<file path="src/rtl/alu_pipe.sv">
// alu_pipe: two-stage pipelined ALU with valid/ready handshakes on both sides.
//
// Handshake rule: a transfer happens on a rising edge where valid and ready are
// both high. The producer holds its data stable while valid is high and ready
// is low; ready never depends on the same side's valid.
//
// Stage S1 captures {a, b, op}. Stage S2 captures the computed result and
// flags, which drive the outputs directly from registers.
//
// Ports:
//   clk        rising-edge clock
//   rst        synchronous, active-low reset
//   in_valid   operands/op valid            in_ready   S1 can accept this cycle
//   a, b       operands (b[SHW-1:0] = shift amount for shift ops)
//   op         4-bit opcode
//   out_valid  result/flags valid           out_ready  consumer accepts result
//   result     WIDTH-bit result
//   carry_out  C flag   zero  Z flag   negative  N flag   overflow  V flag
//   err        illegal opcode (13..15)
module alu_pipe #(
    parameter int WIDTH = 8
) (
    input  logic             clk,
    input  logic             rst,
    input  logic             in_valid,
    output logic             in_ready,
    input  logic [WIDTH-1:0] a,
    input  logic [WIDTH-1:0] b,
    input  logic [3:0]       op,
    output logic             out_valid,
    input  logic             out_ready,
    output logic [WIDTH-1:0] result,
    output logic             carry_out,
    output logic             zero,
    output logic             negative,
    output logic             overflow,
    output logic             err
);

    localparam int SHW = $clog2(WIDTH);

    localparam logic [3:0] OP_ADD  = 4'd0;
    localparam logic [3:0] OP_SUB  = 4'd1;
    localparam logic [3:0] OP_AND  = 4'd2;
    localparam logic [3:0] OP_OR   = 4'd3;
    localparam logic [3:0] OP_XOR  = 4'd4;
    localparam logic [3:0] OP_SHL  = 4'd5;
    localparam logic [3:0] OP_SHR  = 4'd6;
    localparam logic [3:0] OP_PASS = 4'd7;
    localparam logic [3:0] OP_ADC  = 4'd8;
    localparam logic [3:0] OP_SBC  = 4'd9;
    localparam logic [3:0] OP_SRA  = 4'd10;
    localparam logic [3:0] OP_NOT  = 4'd11;
    localparam logic [3:0] OP_CMP  = 4'd12;

    // S1 state
    logic             s1_valid;
    logic [WIDTH-1:0] s1_a;
    logic [WIDTH-1:0] s1_b;
    logic [3:0]       s1_op;

    // S2 state (s2_valid drives out_valid; result/flags are the output regs)
    logic             s2_valid;
    logic             cflag;

    logic s1_adv;
    assign s1_adv    = s1_valid & (~s2_valid | out_ready);
    assign in_ready  = ~s1_valid | s1_adv;
    assign out_valid = s2_valid;

    // Combinational execute on S1 contents
    logic [SHW-1:0]   sh;
    logic             sub_op;
    logic             cin;
    logic [WIDTH-1:0] b_eff;
    logic [WIDTH:0]   sum_w;
    logic [WIDTH:0]   shl_w;
    logic [WIDTH:0]   shr_w;
    logic [WIDTH:0]   sra_w;
    logic [WIDTH-1:0] res_c;
    logic [WIDTH-1:0] fval_c;   // value Z/N are derived from (differs for CMP)
    logic             c_c;
    logic             v_c;
    logic             e_c;
    logic             arith_c;  // op updates cflag and may set V

    always_comb begin
        sh     = s1_b[SHW-1:0];
        sub_op = (s1_op == OP_SUB) || (s1_op == OP_SBC) || (s1_op == OP_CMP);
        b_eff  = sub_op ? ~s1_b : s1_b;
        case (s1_op)
            OP_SUB, OP_CMP: cin = 1'b1;
            OP_ADC, OP_SBC: cin = cflag;
            default:        cin = 1'b0;
        endcase
        sum_w = {1'b0, s1_a} + {1'b0, b_eff} + {{WIDTH{1'b0}}, cin};
        // Shifts are done one bit wider so the bit shifted out lands in a
        // fixed position: bit WIDTH for left, bit 0 for right. With s==0
        // that position holds the zero padding, giving C=0.
        shl_w = {1'b0, s1_a} << sh;
        shr_w = {s1_a, 1'b0} >> sh;
        sra_w = $unsigned($signed({s1_a, 1'b0}) >>> sh);

        arith_c = 1'b0;
        e_c     = 1'b0;
        c_c     = 1'b0;
        res_c   = '0;
        case (s1_op)
            OP_ADD, OP_SUB, OP_ADC, OP_SBC: begin
                res_c   = sum_w[WIDTH-1:0];
                c_c     = sum_w[WIDTH];
                arith_c = 1'b1;
            end
            OP_CMP: begin
                res_c   = s1_a;
                c_c     = sum_w[WIDTH];
                arith_c = 1'b1;
            end
            OP_AND:  res_c = s1_a & s1_b;
            OP_OR:   res_c = s1_a | s1_b;
            OP_XOR:  res_c = s1_a ^ s1_b;
            OP_SHL: begin
                res_c = shl_w[WIDTH-1:0];
                c_c   = shl_w[WIDTH];
            end
            OP_SHR: begin
                res_c = shr_w[WIDTH:1];
                c_c   = shr_w[0];
            end
            OP_SRA: begin
                res_c = sra_w[WIDTH:1];
                c_c   = sra_w[0];
            end
            OP_PASS: res_c = s1_b;
            OP_NOT:  res_c = ~s1_a;
            default: e_c = 1'b1;
        endcase

        fval_c = (s1_op == OP_CMP) ? sum_w[WIDTH-1:0] : res_c;
        // Signed overflow: operands agree in sign but the sum does not.
        v_c = arith_c & (s1_a[WIDTH-1] == b_eff[WIDTH-1]) &
              (sum_w[WIDTH-1] != s1_a[WIDTH-1]);
    end

    always_ff @(posedge clk) begin
        if (!rst) begin
            s1_valid  <= 1'b0;
            s1_a      <= '0;
            s1_b      <= '0;
            s1_op     <= '0;
            s2_valid  <= 1'b0;
            cflag     <= 1'b0;
            result    <= '0;
            carry_out <= 1'b0;
            zero      <= 1'b0;
            negative  <= 1'b0;
            overflow  <= 1'b0;
            err       <= 1'b0;
        end else begin
            if (in_valid && in_ready) begin
                s1_valid <= 1'b1;
                s1_a     <= a;
                s1_b     <= b;
                s1_op    <= op;
            end else if (s1_adv) begin
                s1_valid <= 1'b0;
            end

            if (s1_adv) begin
                s2_valid  <= 1'b1;
                result    <= res_c;
                carry_out <= c_c;
                zero      <= ~e_c & (fval_c == '0);
                negative  <= ~e_c & fval_c[WIDTH-1];
                overflow  <= v_c;
                err       <= e_c;
                if (arith_c) cflag <= c_c;
            end else if (out_ready) begin
                s2_valid <= 1'b0;
            end
        end
    end

endmodule
</file>
<file path="config.mk">
export PLATFORM = sky130hd
export DESIGN_NAME = alu_pipe
export DESIGN_NICKNAME = d
export VERILOG_FILES = /design/src/rtl/alu_pipe.sv
export SDC_FILE = /design/constraint.sdc
export NUM_CORES = 1
export LEC_CHECK = 0
export BUFFER_PORTS_ARGS = -buffer_cell sky130_fd_sc_hd__buf_2
export CORE_UTILIZATION = 64
export CTS_CLUSTER_SIZE = 25
export DETAILED_ROUTE_END_ITERATION = 6
export PLACE_DENSITY = 0.94
export SYNTH_ARGS = -nofsm -noshare
export SYNTH_HDL_FRONTEND = slang
export SYNTH_SLANG_ARGS = --single-unit
</file>
<file path="constraint.sdc">
create_clock -name clk -period 9.1 [get_ports clk]
set_clock_uncertainty 0.15 [all_clocks]
set_input_delay 1.82 -clock clk [delete_from_list [all_inputs] [get_ports clk]]
set_output_delay 1.82 -clock clk [all_outputs]
set_load 0.01 [all_outputs]
</file>
== Yosys cells after proc, flatten, opt, wreduce, memory -nomap -nowiden ==
Index checks and enable logic that the tools add are counted.
Widths: inputs -> output; s select.

* Flip-flop bits (word level): 36
* Logic and storage cells: 69
* Input bits: 24
* Output and inout bits: 15

* Shift operators: 3
* Reduce and logical (&&, ||, !) cells: 13
* Equal/unequal tests: 14
* Bitwise gates (word level): 14
* $add $sub $neg: 2
* Muxes and demuxes: 11

{| class="wikitable"
|+ Operators with widths
! cell !! count
|-
| $pmux 8 s10 || 1
|-
| $eq 4x4->1 const B || 5
|-
| $eq 4x3->1 const B || 4
|-
| $mux 8 || 2
|-
| $not 8->8 || 2
|-
| $reduce_or 13->1 || 1
|-
| $add 8x8->9 || 1
|-
| $add 9x1->9 || 1
|-
| $shl 8x3->9 || 1
|-
| $shr 9x3->9 || 1
|-
| $sshr 9x3->9 || 1
|-
| $and 8x8->8 || 1
|-
| $eq 4x2->1 const B || 2
|-
| $logic_not 8->1 || 1
|-
| $or 8x8->8 || 1
|-
| $xor 8x8->8 || 1
|-
| $mux 1 || 6
|-
| $and 1x1->1 || 5
|-
| $reduce_or 5->1 || 1
|-
| $eq 4x1->1 const B || 1
|-
| $logic_not 4->1 || 1
|-
| $pmux 1 s4 || 1
|-
| $reduce_bool 2->1 || 2
|-
| $reduce_or 2->1 || 2
|-
| 9 further kinds || 12
|}

== Longest topological paths before layout ==
* Depth after elaboration: 10
* Gate-level depth with buffers: 18
* Mapped depth without buffers: 15

== Least setup slack after synthesis ==
Ideal clock, no wire load.

* Path kind: input port to output port
* Start: in out_ready
* End: out in_ready
* Path buffers: 0
* Setup slack: 4.958 ns
* Required time: 7.130 ns
* Data arrival time: 2.172 ns
* Cell stages on the path: 2
* Path through: nor2b_1 -> nand2_1

* Word-level cells in the longest chain between the ends: 3

{| class="wikitable"
|+ Ends and longest elaborated chain
! item !! RTL line !! text
|-
| start: declaration || 31 || <nowiki>input logic out_ready,</nowiki>
|-
| $or 1x1->1 || 67 || <nowiki>assign s1_adv = s1_valid & (~s2_valid | out_ready);</nowiki>
|-
| $and 1x1->1 || 67 ||
|-
| $or 1x1->1 || 68 || <nowiki>assign in_ready = ~s1_valid | s1_adv;</nowiki>
|-
| end: declaration || 26 || <nowiki>output logic in_ready,</nowiki>
|}

Every way passes these cells.

== Final worst setup path ==
* Start: reg s1_op[2]
* End: reg zero

* Word-level cells in the longest chain between the ends: 10
* Elaborated cells between the ends (all ways): 27
* Classes of those cells: 2 x add/sub; 12 x eq/ne; 4 x mux; 1 x bitwise; 8 x reduce/logical

{| class="wikitable"
|+ Ends and longest elaborated chain
! item !! RTL line !! text
|-
| start: declaration || 60 || <nowiki>logic [3:0] s1_op;</nowiki>
|-
| start signal: assignment || 164 || <nowiki>s1_op <= op;</nowiki>
|-
| $eq 4x1->1 or $eq 4x4->1 (tied branches) || 89, 91, 108 ||
|-
| $logic_or 1x1->1 (2 in a row) || 89 || <nowiki>sub_op = (s1_op == OP_SUB) || (s1_op == OP_SBC) || (s1_op == OP_CMP);</nowiki>
|-
| $mux 8 || 90 || <nowiki>b_eff = sub_op ? ~s1_b : s1_b;</nowiki>
|-
| $add 8x8->9 || 96 || <nowiki>sum_w = {1'b0, s1_a} + {1'b0, b_eff} + {{WIDTH{1'b0}}, cin};</nowiki>
|-
| $add 9x1->9 || 96 ||
|-
| $pmux 8 s10 || 108 || <nowiki>case (s1_op)</nowiki>
|-
| $mux 8 || 139 || <nowiki>fval_c = (s1_op == OP_CMP) ? sum_w[WIDTH-1:0] : res_c;</nowiki>
|-
| $logic_not 8->1 || 173 || <nowiki>zero <= ~e_c & (fval_c == '0);</nowiki>
|-
| $and 1x1->1 * || 173 ||
|-
| end signal: assignment || 173 ||
|-
| end: declaration || 34 || <nowiki>output logic zero,</nowiki>
|}

Mark *: on every way between the ends. The rest lies on a longest branch, timed or not.
A chain may end at the register's enable or synchronous reset.

==> impl_results.md <==
- Yosys Warn Count: 0
- Largest cells by area after synthesis: dfxtp_1 22%, ha_1 9.0%, nand2_1 7.0%
- Iter 0 DRT Violations: 363
- Antenna diode count: 0
- Worst Tran Pin Value: 1.08 ns
- Vias in the first global route: 3047
- MaxCap Viol Count: 0
- Status: complete, no violations
- Rel. slew slack: 0.278
- Ys flop type: dfxtp_1
- Register share of total power: 0.428
- Num CTS Buffers: 5
- GR Layer Usage met1: 0.454
- Nets: 495
- GR Layer Usage met2: 0.542
- Critical Path, Cell by Cell: nand2_1 > nor3_1 > a21oi_1 > xnor2_1 > fa_1 > inv_1 > fa_1 > a211oi_1 > o21bai_1 > a21oi_1 > xnor2_1 > o211a_1 > and3_1 > a21oi_1 > o31ai_2
- WP buf/inv: 1
- Most used routing layer: met2
- Worst-path maximum fanout: 25
- Post-Synth Simple-Gate Area: 0.202
- Cells after Synth: 435
- Global-route wire length before repair: 14600 um
- Reg area: 721 sq um
- Clock network fraction of total power: 0.261
- Final Hold Fails: 0
- Final worst path period share: 0.511
- Proportion of synthesized area in mux cells: 0.104
- Via density: 6.41
- Final setup violation count: 0
- H-tree Lvls: 2
- Initial antenna violation count: 0
- P_leak: 1.44 nW
- Largest net degree at the start of global routing: 35
- Combinational Power Share: 0.310
- Asr flop ratio synth: 0
- P_sw: 0.158 mW
- Sw Ratio: 0.360
- FILL cells: 405
- Adder-cell share of the synthesized area: 0.102
- Buffers on Ports: 38
- Yosys top cell area share: 0.215
- Slowest stage delay, CP: 0.88 ns
- Design area: 3560 sq um
- Initial Util: 0.686
- Most frequent cell after synthesis: nand2_1
- Hold_buf cts: 0
- Crit path max-delay family: compound AO/OA/AOI/OAI gates
- Post-synth top area cell: dfxtp_1
- Placed Cells: 505
- Post-Route Setup TNS: 0 ns
- Placed Instance Area: 3480 sq um
- PwrDens: 123 nW/um^2
- Share of layout cells above drive strength 1: 0.148
- Final Max Slew Viols: 0
- DP Wirelength: 6370 um
- Routed Antenna Nets: 0
- Clk slew on worst S/H paths: 0.08 ns
- Mapped cell area: 3350 sq um
- Tot GR Track Use: 0.344
- Min cycle time layout: 4.65 ns
- Critical Path Sink Type: flip-flop
- DRC: 0
- Grt ovf: 0
- GPL Wtd Cong: 0.974
- Slowest CP cell: dfxtp_1
- Hold Crit Class: flip-flop to flip-flop
- Hold_ws: 0.347 ns
- Sequential-to-total area share from yosys stat: 0.215
- Critical Path Source Type: flip-flop
- RSZ-0062 raised after global routing: false
- Avg Cell Area, Syn: 7.70 sq um
- Die Wd: 74.3 um
- Die height: 74.3 um
- Clk_lat worst skew: 0.29 ns
- I/O pin count: 39
- CTS tree: done
- Core ar.: 4880 sq um
- Row cnt: 25
- Post-DR wirelength/cell: 17.2 um
- Post-Route WL: 8820 um
- Post-synthesis compound-gate area fraction: 0.265
- Clock Path Buffers: 2
- GRT met3 Usage: 0.0678
- Most numerous cell on the critical path: a21oi_1
- FF+latch count, synth: 36
- Crit path kind: flip-flop to flip-flop
- Drt first pass iters: 5
- Clock Tree Root: clkbuf_8
- Synth unique cells: 68
- Layout Cells excl Fill: 513
- Post-synth top cells: 62 x nand2_1, 44 x a21oi_1, 36 x dfxtp_1
- Area grow syn2layout: 6.46%
- Postcts setup bufs: 0
- Synth Net Count: 485
- Critical Path AT: 4.68 ns
- Largest family of logic cells by synthesized area: compound AO/OA/AOI/OAI gates
- Cts repair resizes: 0
- Clock tree sinks: 36
- Fmax achieved: 215 MHz
- Die footprint: 5520 sq um
- Post-synth EDFFs: 0
- Xor/xnor share of the synthesized area: 0.0366
- Via count: 3289
- P_int: 0.281 mW
- Area of the multi-input gates: 2380 sq um
- Peak supply drop: 101 uV
- WP data required: 9.13 ns
## state kept, by name, summed over array words and instances, names as in the netlist
signal	flops
carry_out	1
cflag	1
err	1
negative	1
out_valid	1
overflow	1
result	8
s1_a	8
s1_b	8
s1_op	4
s1_valid	1
zero	1
## power by group through the flow
stage	Sequential (mW)	Combinational, mW	Clock [mW]
2_1_floorplan	0.179	0.110	0
3_3_place_gp	0.189	0.129	0
3_5_place_dp	0.190	0.133	0
4_1_cts	0.187	0.134	0.115
5_1_grt	0.190	0.151	0.122
6_report	0.188	0.136	0.115
## worst register-to-register path: cells and delay by family, from the launching register on
kind / cells / cell delay [ns]
DFF: 1 / 0.88
adders and majority gates: 2 / 0.64
and+or+nand+nor: 3 / 0.83
xor gates and xnor gates: 2 / 0.50
AOI/OAI and AO/OA: 7 / 1.49
buffers and inverters: 1 / 0.05
## cell families after synthesis
logic type / after synthesis
xor+xnor: 14
fa+ha+maj: 26
buf+inv: 61
compound gates: 132
mux: 22
simple gates: 144
flops: 36
## layout by cell type, fill, tap and decap left out, types with 7 or more instances in the layout
cell / count
a211oi_1: 11
dfxtp_1: 36
nor2b_1: 11
a21oi_1: 44
o21ai_0: 21
nor2_1: 27
inv_1: 22
nand2b_1: 7
nand2_1: 62
buf_2: 38
ha_1: 24
nor3_1: 11
mux2i_1: 9
xnor2_1: 12
## layout make-up
class,instances,area share
tap,67,0.0235
inverter,24,0.0253
sequential,36,0.202
clock buffer,5,0.0193
timing repair buffer,40,0.0576
multi-input combinational,338,0.667
clock inverter,3,0.00527
## per-layer routing
metal / share of wire / vias to the layer above
met4: 0.035 / 0
met1: 0.43 / 1506
met5: 0 / -
met3: 0.080 / 32
met2: 0.46 / 167
li1: - / 1584
## path summary, 6_finish.rpt
check	startpoint	endpoint	slack, ns	depth (start not counted)
hold reg to reg	overflow	overflow	0.35	2
setup / recovery	s1_op[2]	zero	4.45	15
hold / removal	overflow	overflow	0.35	2
setup reg to reg	s1_op[2]	zero	4.45	15
## per-stage QoR
step,utilization,power (mW),setup slack (ns)
2_1_floorplan,-,0.289,4.96
3_3_place_gp,0.713,0.318,4.73
3_5_place_dp,0.713,0.323,4.62
4_1_cts,0.731,0.436,4.60
5_1_grt,0.731,0.462,4.08
6_report,0.731,0.438,4.45
Power figures use the tool's default switching activity.
